`src/rtl/tuser_merge_fifo.sv`:
```
// tuser_merge_fifo: joins a packet AXI4-Stream with per-packet tuples held in a small FIFO and drives the tuple on tuser.
// Latency: 1 cycle from input beat acceptance to output beat; a pushed tuple is usable the cycle after its push.
// Backpressure: aready drops while the output register is held (!bready) or no tuple is buffered; tready drops when the tuple FIFO is full.
//
// Ports:
//   tmrg_aclk / tmrg_arst_n                      clock, async active-low reset
//   tmrg_avalid/aready/adata/akeep/atlast        packet input stream
//   tmrg_tvalid/tready/tdata                     tuple input
//   tmrg_bvalid/bready/bdata/bkeep/btlast/btuser merged output stream (registered)
//   tmrg_tuple_level, tmrg_pkt_cnt, dbg_state    status / debug

// Tuple FIFO: registered level, head always visible, no fall-through.
// Caller never pushes when full nor pops when empty.
module tuser_merge_fifo_tq #(
   parameter int WIDTH = 128,
   parameter int DEPTH = 4,
   localparam int AW   = $clog2(DEPTH)
) (
   input  logic             i_clk,
   input  logic             i_rst_n,
   input  logic             i_push_vld,
   input  logic [WIDTH-1:0] i_push_dat,
   input  logic             i_pop,
   output logic [WIDTH-1:0] o_head_dat,
   output logic [AW:0]      o_level,
   output logic             o_full
);
   localparam int LW = AW + 1;

   logic [WIDTH-1:0] r_mem [DEPTH];
   logic [AW-1:0]    r_wptr;
   logic [AW-1:0]    r_rptr;
   logic [AW:0]      r_level;

   always_ff @(posedge i_clk or negedge i_rst_n) begin
      if (!i_rst_n) begin
         r_wptr  <= '0;
         r_rptr  <= '0;
         r_level <= '0;
      end else begin
         // DEPTH is a power of two, so the pointers wrap naturally.
         if (i_push_vld) r_wptr <= r_wptr + AW'(1);
         if (i_pop)      r_rptr <= r_rptr + AW'(1);
         case ({i_push_vld, i_pop})
            2'b10:   r_level <= r_level + LW'(1);
            2'b01:   r_level <= r_level - LW'(1);
            default: r_level <= r_level;
         endcase
      end
   end

   always_ff @(posedge i_clk) begin
      if (i_push_vld) r_mem[r_wptr] <= i_push_dat;
   end

   assign o_head_dat = r_mem[r_rptr];
   assign o_level    = r_level;
   assign o_full     = (r_level == LW'(DEPTH));
endmodule

module tuser_merge_fifo #(
   parameter int DATA_WIDTH      = 256,
   parameter int TUPLE_WIDTH     = 128,
   parameter int FIFO_DEPTH      = 4,
   parameter int TUSER_ALL_BEATS = 1
) (
   input  logic                         tmrg_aclk,
   input  logic                         tmrg_arst_n,
   input  logic                         tmrg_avalid,
   output logic                         tmrg_aready,
   input  logic [DATA_WIDTH-1:0]        tmrg_adata,
   input  logic [DATA_WIDTH/8-1:0]      tmrg_akeep,
   input  logic                         tmrg_atlast,
   input  logic                         tmrg_tvalid,
   output logic                         tmrg_tready,
   input  logic [TUPLE_WIDTH-1:0]       tmrg_tdata,
   output logic                         tmrg_bvalid,
   input  logic                         tmrg_bready,
   output logic [DATA_WIDTH-1:0]        tmrg_bdata,
   output logic [DATA_WIDTH/8-1:0]      tmrg_bkeep,
   output logic                         tmrg_btlast,
   output logic [TUPLE_WIDTH-1:0]       tmrg_btuser,
   output logic [$clog2(FIFO_DEPTH):0]  tmrg_tuple_level,
   output logic [31:0]                  tmrg_pkt_cnt,
   output logic [1:0]                   dbg_state
);
   localparam int KW = DATA_WIDTH / 8;
   localparam int LW = $clog2(FIFO_DEPTH) + 1;

   typedef enum logic [1:0] {
      WAIT_TUPLE = 2'd0,
      SOP        = 2'd1,
      BODY       = 2'd2
   } state_t;

   state_t                 r_state;
   state_t                 w_state_nxt;

   logic                   r_bvalid;
   logic [DATA_WIDTH-1:0]  r_bdata;
   logic [KW-1:0]          r_bkeep;
   logic                   r_btlast;
   logic [TUPLE_WIDTH-1:0] r_btuser;
   logic [31:0]            r_pkt_cnt;

   logic                   w_full;
   logic                   w_push;
   logic                   w_pop;
   logic                   w_slot_free;
   logic                   w_a_acc;
   logic [TUPLE_WIDTH-1:0] w_head;
   logic [TUPLE_WIDTH-1:0] w_tuser_sel;
   logic [LW-1:0]          w_level;
   logic [LW-1:0]          w_level_nxt;

   tuser_merge_fifo_tq #(
      .WIDTH (TUPLE_WIDTH),
      .DEPTH (FIFO_DEPTH)
   ) u_tq (
      .i_clk      (tmrg_aclk),
      .i_rst_n    (tmrg_arst_n),
      .i_push_vld (w_push),
      .i_push_dat (tmrg_tdata),
      .i_pop      (w_pop),
      .o_head_dat (w_head),
      .o_level    (w_level),
      .o_full     (w_full)
   );

   // tready comes from the registered level only: a pop in the same cycle
   // does not open a slot for a push while full.
   assign tmrg_tready = !w_full;
   assign w_push      = tmrg_tvalid & tmrg_tready;

   assign w_slot_free = !r_bvalid | tmrg_bready;
   assign tmrg_aready = w_slot_free & (r_state != WAIT_TUPLE);
   assign w_a_acc     = tmrg_avalid & tmrg_aready;
   assign w_pop       = w_a_acc & tmrg_atlast;
   assign w_level_nxt = w_level + LW'(w_push) - LW'(w_pop);

   assign w_tuser_sel = ((TUSER_ALL_BEATS != 0) || (r_state == SOP)) ? w_head : '0;

   always_ff @(posedge tmrg_aclk or negedge tmrg_arst_n) begin
      if (!tmrg_arst_n) begin
         r_state <= WAIT_TUPLE;
      end else begin
         r_state <= w_state_nxt;
      end
   end

   // WAIT_TUPLE is held exactly while the FIFO is empty, so a push is what
   // makes the level non-zero; the tuple is then in the head slot next cycle.
   always_comb begin
      w_state_nxt = r_state;
      case (r_state)
         WAIT_TUPLE: begin
            if (w_push) w_state_nxt = SOP;
         end
         SOP, BODY: begin
            if (w_a_acc) begin
               if (tmrg_atlast) begin
                  w_state_nxt = (w_level_nxt != '0) ? SOP : WAIT_TUPLE;
               end else begin
                  w_state_nxt = BODY;
               end
            end
         end
         default: w_state_nxt = WAIT_TUPLE;
      endcase
   end

   always_ff @(posedge tmrg_aclk or negedge tmrg_arst_n) begin
      if (!tmrg_arst_n) begin
         r_bvalid  <= 1'b0;
         r_bdata   <= '0;
         r_bkeep   <= '0;
         r_btlast  <= 1'b0;
         r_btuser  <= '0;
         r_pkt_cnt <= '0;
      end else begin
         if (w_a_acc) begin
            r_bvalid <= 1'b1;
            r_bdata  <= tmrg_adata;
            r_bkeep  <= tmrg_akeep;
            r_btlast <= tmrg_atlast;
            r_btuser <= w_tuser_sel;
         end else if (tmrg_bready) begin
            r_bvalid <= 1'b0;
         end
         if (r_bvalid & tmrg_bready & r_btlast) begin
            r_pkt_cnt <= r_pkt_cnt + 32'd1;
         end
      end
   end

   assign tmrg_bvalid      = r_bvalid;
   assign tmrg_bdata       = r_bdata;
   assign tmrg_bkeep       = r_bkeep;
   assign tmrg_btlast      = r_btlast;
   assign tmrg_btuser      = r_btuser;
   assign tmrg_pkt_cnt     = r_pkt_cnt;
   assign tmrg_tuple_level = w_level;
   assign dbg_state        = r_state;
endmodule

```
`config.mk`:
```
export PLATFORM = sky130hd
export DESIGN_NAME = tuser_merge_fifo
export DESIGN_NICKNAME = d
export VERILOG_FILES = /design/src/rtl/tuser_merge_fifo.sv
export SDC_FILE = /design/constraint.sdc
export NUM_CORES = 1
export LEC_CHECK = 0
export CORE_AREA = 2 2 344 346
export DETAILED_ROUTE_END_ITERATION = 10
export DIE_AREA = 0 0 346 348
export PLACE_DENSITY = 0.58
export SLEW_MARGIN = 10
export SYNTH_ARGS = -nofsm -noshare
export SYNTH_HDL_FRONTEND = slang
export SYNTH_SLANG_ARGS = --single-unit
```
`constraint.sdc`:
```
create_clock -name tmrg_aclk -period 5.25 [get_ports tmrg_aclk]
set_input_delay 1.3125 -clock tmrg_aclk [delete_from_list [all_inputs] [get_ports tmrg_aclk]]
set_output_delay 1.3125 -clock tmrg_aclk [all_outputs]
set_load 0.005 [all_outputs]
```
# [Word level (Yosys, flattened, before mapping)]
# Memories as Yosys holds them, arrays and structs flattened. A register that Yosys moved wholly into a read port is not among the register bits.
# Cells that the tools add are included.
# W data, S select, Z words.
[op_classes] bitwise=7 eq_ne=7 muxes=10 add_sub_neg=7 reduce_logical=10
[op_table] cell="$add A32 B1 Y32 const B" count=1
[op_table] cell="$and A1 B1 Y1" count=6
[op_table] cell="$mux W2" count=3
[op_table] cell="$pmux W3 S2" count=1
[op_table] cell="$reduce_bool A2 Y1" count=3
[op_table] cell="$mux W1" count=5
[op_table] cell="$add A2 B1 Y2 const B" count=2
[op_table] cell="$eq A2 B1 Y1 const B" count=2
[op_table] cell="$eq A2 B2 Y1 const B" count=2
[op_table] cell="$pmux W2 S2" count=1
[op_table] cell="$add A3 B1 Y3" count=1
[op_table] cell="$add A3 B1 Y3 const B" count=1
[op_table] cell="$eq A3 B3 Y1 const B" count=1
[op_table] cell="$logic_not A1 Y1" count=3
[op_table] cell="$reduce_bool A3 Y1" count=1
[op_table] cell="$sub A3 B1 Y3" count=1
[op_table] cell="$sub A3 B1 Y3 const B" count=1
[op_table] cell="$logic_not A2 Y1" count=1
[op_table] cell="$ne A2 B1 Y1 const B" count=1
[op_table] cell="$ne A2 B2 Y1 const B" count=1
[op_table] cell="$reduce_and A2 Y1" count=1
[op_table] cell="$reduce_or A2 Y1" count=1
[op_table] cell="$or A1 B1 Y1" count=1
[word_totals] output_inout_bits=457 n_memories=1 regBits=331 elab_cells=51 input_bits=422 ramBits=512
[memory_table] name="u_tq.r_mem" depth=4 word_bits=128 read_ports=1 rd_ports_with_merged_regs=1 wr=1 line="30" text="logic [WIDTH-1:0] r_mem [DEPTH];"

# [Logic depth before layout (Yosys ltp)]
[logic_depth] ltp_word=11 mapped_depth=14 depth_no_buf=13

# [Hierarchy]
# A second synthesis with hierarchy kept.
[unflattened] hier_cells=1742 hier_area_um2=35965.7
[by_module_without_submodules] mod="tuser_merge_fifo_tq" instances=1 area_each_um2=18853.1 seq_area_each_um2=15549.9 cells_each=701
[by_module_without_submodules] mod="tuser_merge_fifo" instances=1 area_each_um2=17112.7 seq_area_each_um2=11310.8 cells_each=1041

# [Worst setup path before layout]
# No wires, ideal clock.
[synth_timing] path_kind="in2reg" from="input tmrg_tvalid" to="memory u_tq.r_mem[0][0] (enable)" arrival_ns=4.294 path_slack_ns=0.453 stages=1 setup_ns=0.503 required_time_ns=4.747 n_path_buf=0 cell_sequence="and3_1"
[synth_via] elab_chain_cells=3
[synth_lines] item="start, declared" line="74" text="input logic tmrg_tvalid,"
[synth_lines] item="$and A1 B1 Y1" line="133" text="assign w_push = tmrg_tvalid & tmrg_tready;"
[synth_lines] item="$mux W1" line="53" text="if (i_push_vld) r_mem[r_wptr] <= i_push_dat;"
[synth_lines] item="$mux W1 (implied by the code)" line="53"
[synth_lines] item="end, declared" line="30"
# Every way passes these cells.

# [Final worst setup path]
[layout_timing] from="input tmrg_bready" to="output tmrg_aready"
[layout_via] elab_chain_cells=2
[layout_lines] item="start, declared" line="78" text="input logic tmrg_bready,"
[layout_lines] item="$or A1 B1 Y1" line="135" text="assign w_slot_free = !r_bvalid | tmrg_bready;"
[layout_lines] item="$and A1 B1 Y1" line="136" text="assign tmrg_aready = w_slot_free & (r_state != WAIT_TUPLE);"
[layout_lines] item="end, declared" line="70" text="output logic tmrg_aready,"
# Every way passes these cells.

==> out/results.ini <==
[clocking]
cts_sinks = 971
cts_buffers = 107
cts_resized = 0
ctsHtreeMaxLevel = 3
cts.hold.buffers_added = 0
post_cts.repair.setup_buffers = 0
clock_latency_ns = 0.70
clk_pin_slew_ns = 0.05
cts_max_path_buffers = 3
cts-root-buf = clkbuf_16
cts_tree = done

[worst_setup_path]
cpMostUsedCell = clkdlybuf4s50_1
cp_slowest_cell = clkdlybuf4s50_1
cp_max_fo = 4
r2r-start = u_tq.o_level[0]
crit_chain = clkdlybuf4s50_1, nor2b_1, nor2_1, clkdlybuf4s50_1
critPathLaunch = tmrg_bready
startpoint_type = primary input
regToRegSetupSlack_ns = 2.22
cp.arrival_ns = 2.79
setup.worst_path.end_class = output port
path_delay_family = buffers and inverters
critPathBufInv = 2
max_stage_delay_ns = 0.58
cp.depth = 4
worstRegToRegCells = 11
worstSetupPathType = primary input to output port
required_ns = 3.94
rr_endpoint = dbg_state[0]
cp-endpoint = tmrg_aready

[detailed_routing]
first_pass_iters = 5
antenna_left = 0
wl_per_cell_um = 21.6
vias = 23100
drc = 0
drt_iter0_markers = 1492
avgViaCountPerCell = 4.48
wl_um = 111000

[synth]
ys_types = 33
synth.largest_area_cell = edfxtp_1
async_reset_ff_share_pct = 47.3
synth_nets = 3058
synth-compound-area-share_pct = 0.100
synth_edf_count = 512
ys_seq_area_share_pct = 74.3
synthFlopType = edfxtp_1
synth_xor_area_share_pct = 0.944
avgSynthCellArea_um2 = 13.8
synth_warnings = 0
synthCells = 2625
synthAdderAreaFrac_pct = 0.422
synthSimpleGateAreaFrac_pct = 14.3
synthMuxAreaShare_pct = 8.02
synth_seq_cells = 971
synth_top_family_by_area = simple AND/OR/NAND/NOR gates
yosysMostFrequentCell = nand2_1
netlist_area_mm2 = 0.0362
synth_top_area_share_pct = 42.5
synth_area_leaders = edfxtp_1, dfrtp_1, nand2_1
synthTopCellsByCount = nand2_1, edfxtp_1, dfrtp_1, mux4_2, buf_2

[place]
gp_congestion = 0.852
dpl_worst_slack_ns = 1.01
hpwlAfterDp_um = 74700
dp.cells = 4955
port_buffers = 878

[die]
core-area_mm2 = 0.117
rows = 126
die_x_um = 346
dieArea_mm2 = 0.120
initial_core_util_pct = 30.9
io_pins = 879
dieHeight_um = 348

[sta]
tightest_slew_ns = 1.00
finClkSkew_ns = 0.0522
grt_setup_unrepaired = false
setup_violations = 0
tns_ns = 0
drv_slew = 0
clock.fmax_mhz = 244
slew_headroom_pct = 33.2
layout_setup_ws_ns = 1.15
fin_crit_sh_pct = 78.1
finalHoldViolations = 0
post-route-min-period_ns = 4.10

[global_routing]
grt_use_total_pct = 18.1
antenna_found_initial = 18
grt_pass1_vias = 23300
grt_first_pass_wirelength_um = 163000
grt_overflow = 0
grt_max_degree = 163

[final_layout]
syn_to_final_growth_pct = 39.4
fin_nets = 3961
finalNonFillerCells = 5161
drive_above_1_share_pct = 9.69

[power]
max-vdd-ir-drop_v = 0.000331
seqPwrFrac_pct = 40.4
p_switching_mw = 9.18
internal_power_mw = 20.0
pwr_density_cell_mw_per_mm2 = 579
switching_share_pct = 31.4
leakage_nw = 20.6
clockPowerShare_pct = 26.2
total_power_mw = 29.2
combinationalPowerShare_pct = 33.5

[run_status]
status = finished, final reports clean

[min_path]
hold_path.class = register to register

[run]
maxCapViolCount = 0

tightest hold or removal path: stages, from the launching register on:
cell and delay, ns:
dfrtp_1 0.34, nand2_1 0.05, nand2_1 0.05
area by class of cell:
cell class,instances,area [µm²]
Clock buffer,144,2960
Inverter,13,48.8
Fill cell,10800,66500
Clock inverter,59,669
Timing Repair Buffer,916,9300
Tap cell,1536,1920
Sequential cell,971,26900
Multi-Input combinational cell,1519,8650
Antenna cell,3,7.51
registers in the layout (all words and copies together) (netlist names):
name,count
tmrg_bvalid,1
u_tq.r_mem,512
u_tq.r_wptr,2
tmrg_bdata,256
dbg_state,2
u_tq.r_rptr,2
u_tq.o_level,3
tmrg_btlast,1
tmrg_btuser,128
tmrg_pkt_cnt,32
tmrg_bkeep,32
worst min path at each step:
stage / from / endpoint / slack, ns / depth (start not counted)
2_1_floorplan: tmrg_btuser[33] / tmrg_btuser[33] / 0.47 / 2
3_3_place_gp: tmrg_bdata[9] / tmrg_bdata[9] / 0.46 / 2
3_5_place_dp: tmrg_bdata[26] / tmrg_bdata[26] / 0.46 / 2
4_1_cts: tmrg_bdata[25] / tmrg_bdata[25] / 0.48 / 2
5_1_grt: tmrg_bdata[133] / tmrg_bdata[133] / 0.49 / 2
6_report: tmrg_btuser[127] / tmrg_btuser[127] / 0.47 / 2
kinds of logic (layout without fill, tap and decap cells):
kind of cell | Yosys count | count (layout)
AND/OR/NAND/NOR | 1334 | 1334
other | 0 | 3
AO/OA/AOI/OAI | 5 | 5
XOR/XNOR | 39 | 39
multiplexers | 130 | 130
flip-flops | 971 | 971
buffers and inverters | 135 | 1132
adder cells (fa/ha/maj) | 11 | 11
placed cells by master, fill, tap and decap left out, drive strengths merged:
cell,synthesis,routed
diode,0,3
nand4,20,20
nor4,4,4
clkbuf,14,144
o41ai,1,1
o21ai,2,2
xor2,4,4
a21oi,1,1
nand2,1266,1266
or3b,2,2
clkinv,0,40
nand2b,1,1
xnor2,35,35
inv,13,18
edfxtp,512,512
and4,1,1
dfrtp,459,459
nand3,12,12
ha,9,9
a22oi,1,1
nor3,4,4
nor2,9,9
bufinv,0,10
clkinvlp,0,4
fa,2,2
nor3b,1,1
and2,4,4
mux2i,2,2
clkdlybuf4s50,0,877
buf,108,39
nor2b,1,1
mux4,128,128
and3,9,9
power by group through the flow:
stage | clock (mW) | sequential, mW | combinational [mW]
final | 7.64 | 11.8 | 9.77
after global routing | 8.16 | 12.1 | 10.7
after CTS | 7.87 | 11.8 | 10.1
after detailed placement | 0 | 11.9 | 10.0
after global placement | 0 | 11.9 | 9.97
after floorplan | 0 | 11.8 | 4.36
layer usage:
| layer | GRT usage [%] | share of wire (%) |
|---|---|---|
| met1 | 21.9 | 40 |
| met2 | 29.9 | 49 |
| met3 | 6.48 | 8.4 |
| met4 | 6.65 | 3.4 |
| met5 | 0 | 0.19 |
stage by stage:
step	cell area, µm²	hold WS (ns)	utilization [%]
global route	50400	0.486	43.1
finish	50400	0.469	43.1
detailed placement	46800	0.461	40.0
CTS	50400	0.475	43.1
global placement	46800	0.456	40.0
floorplan	36200	0.467	-
(Power assumes the default switching activity.)
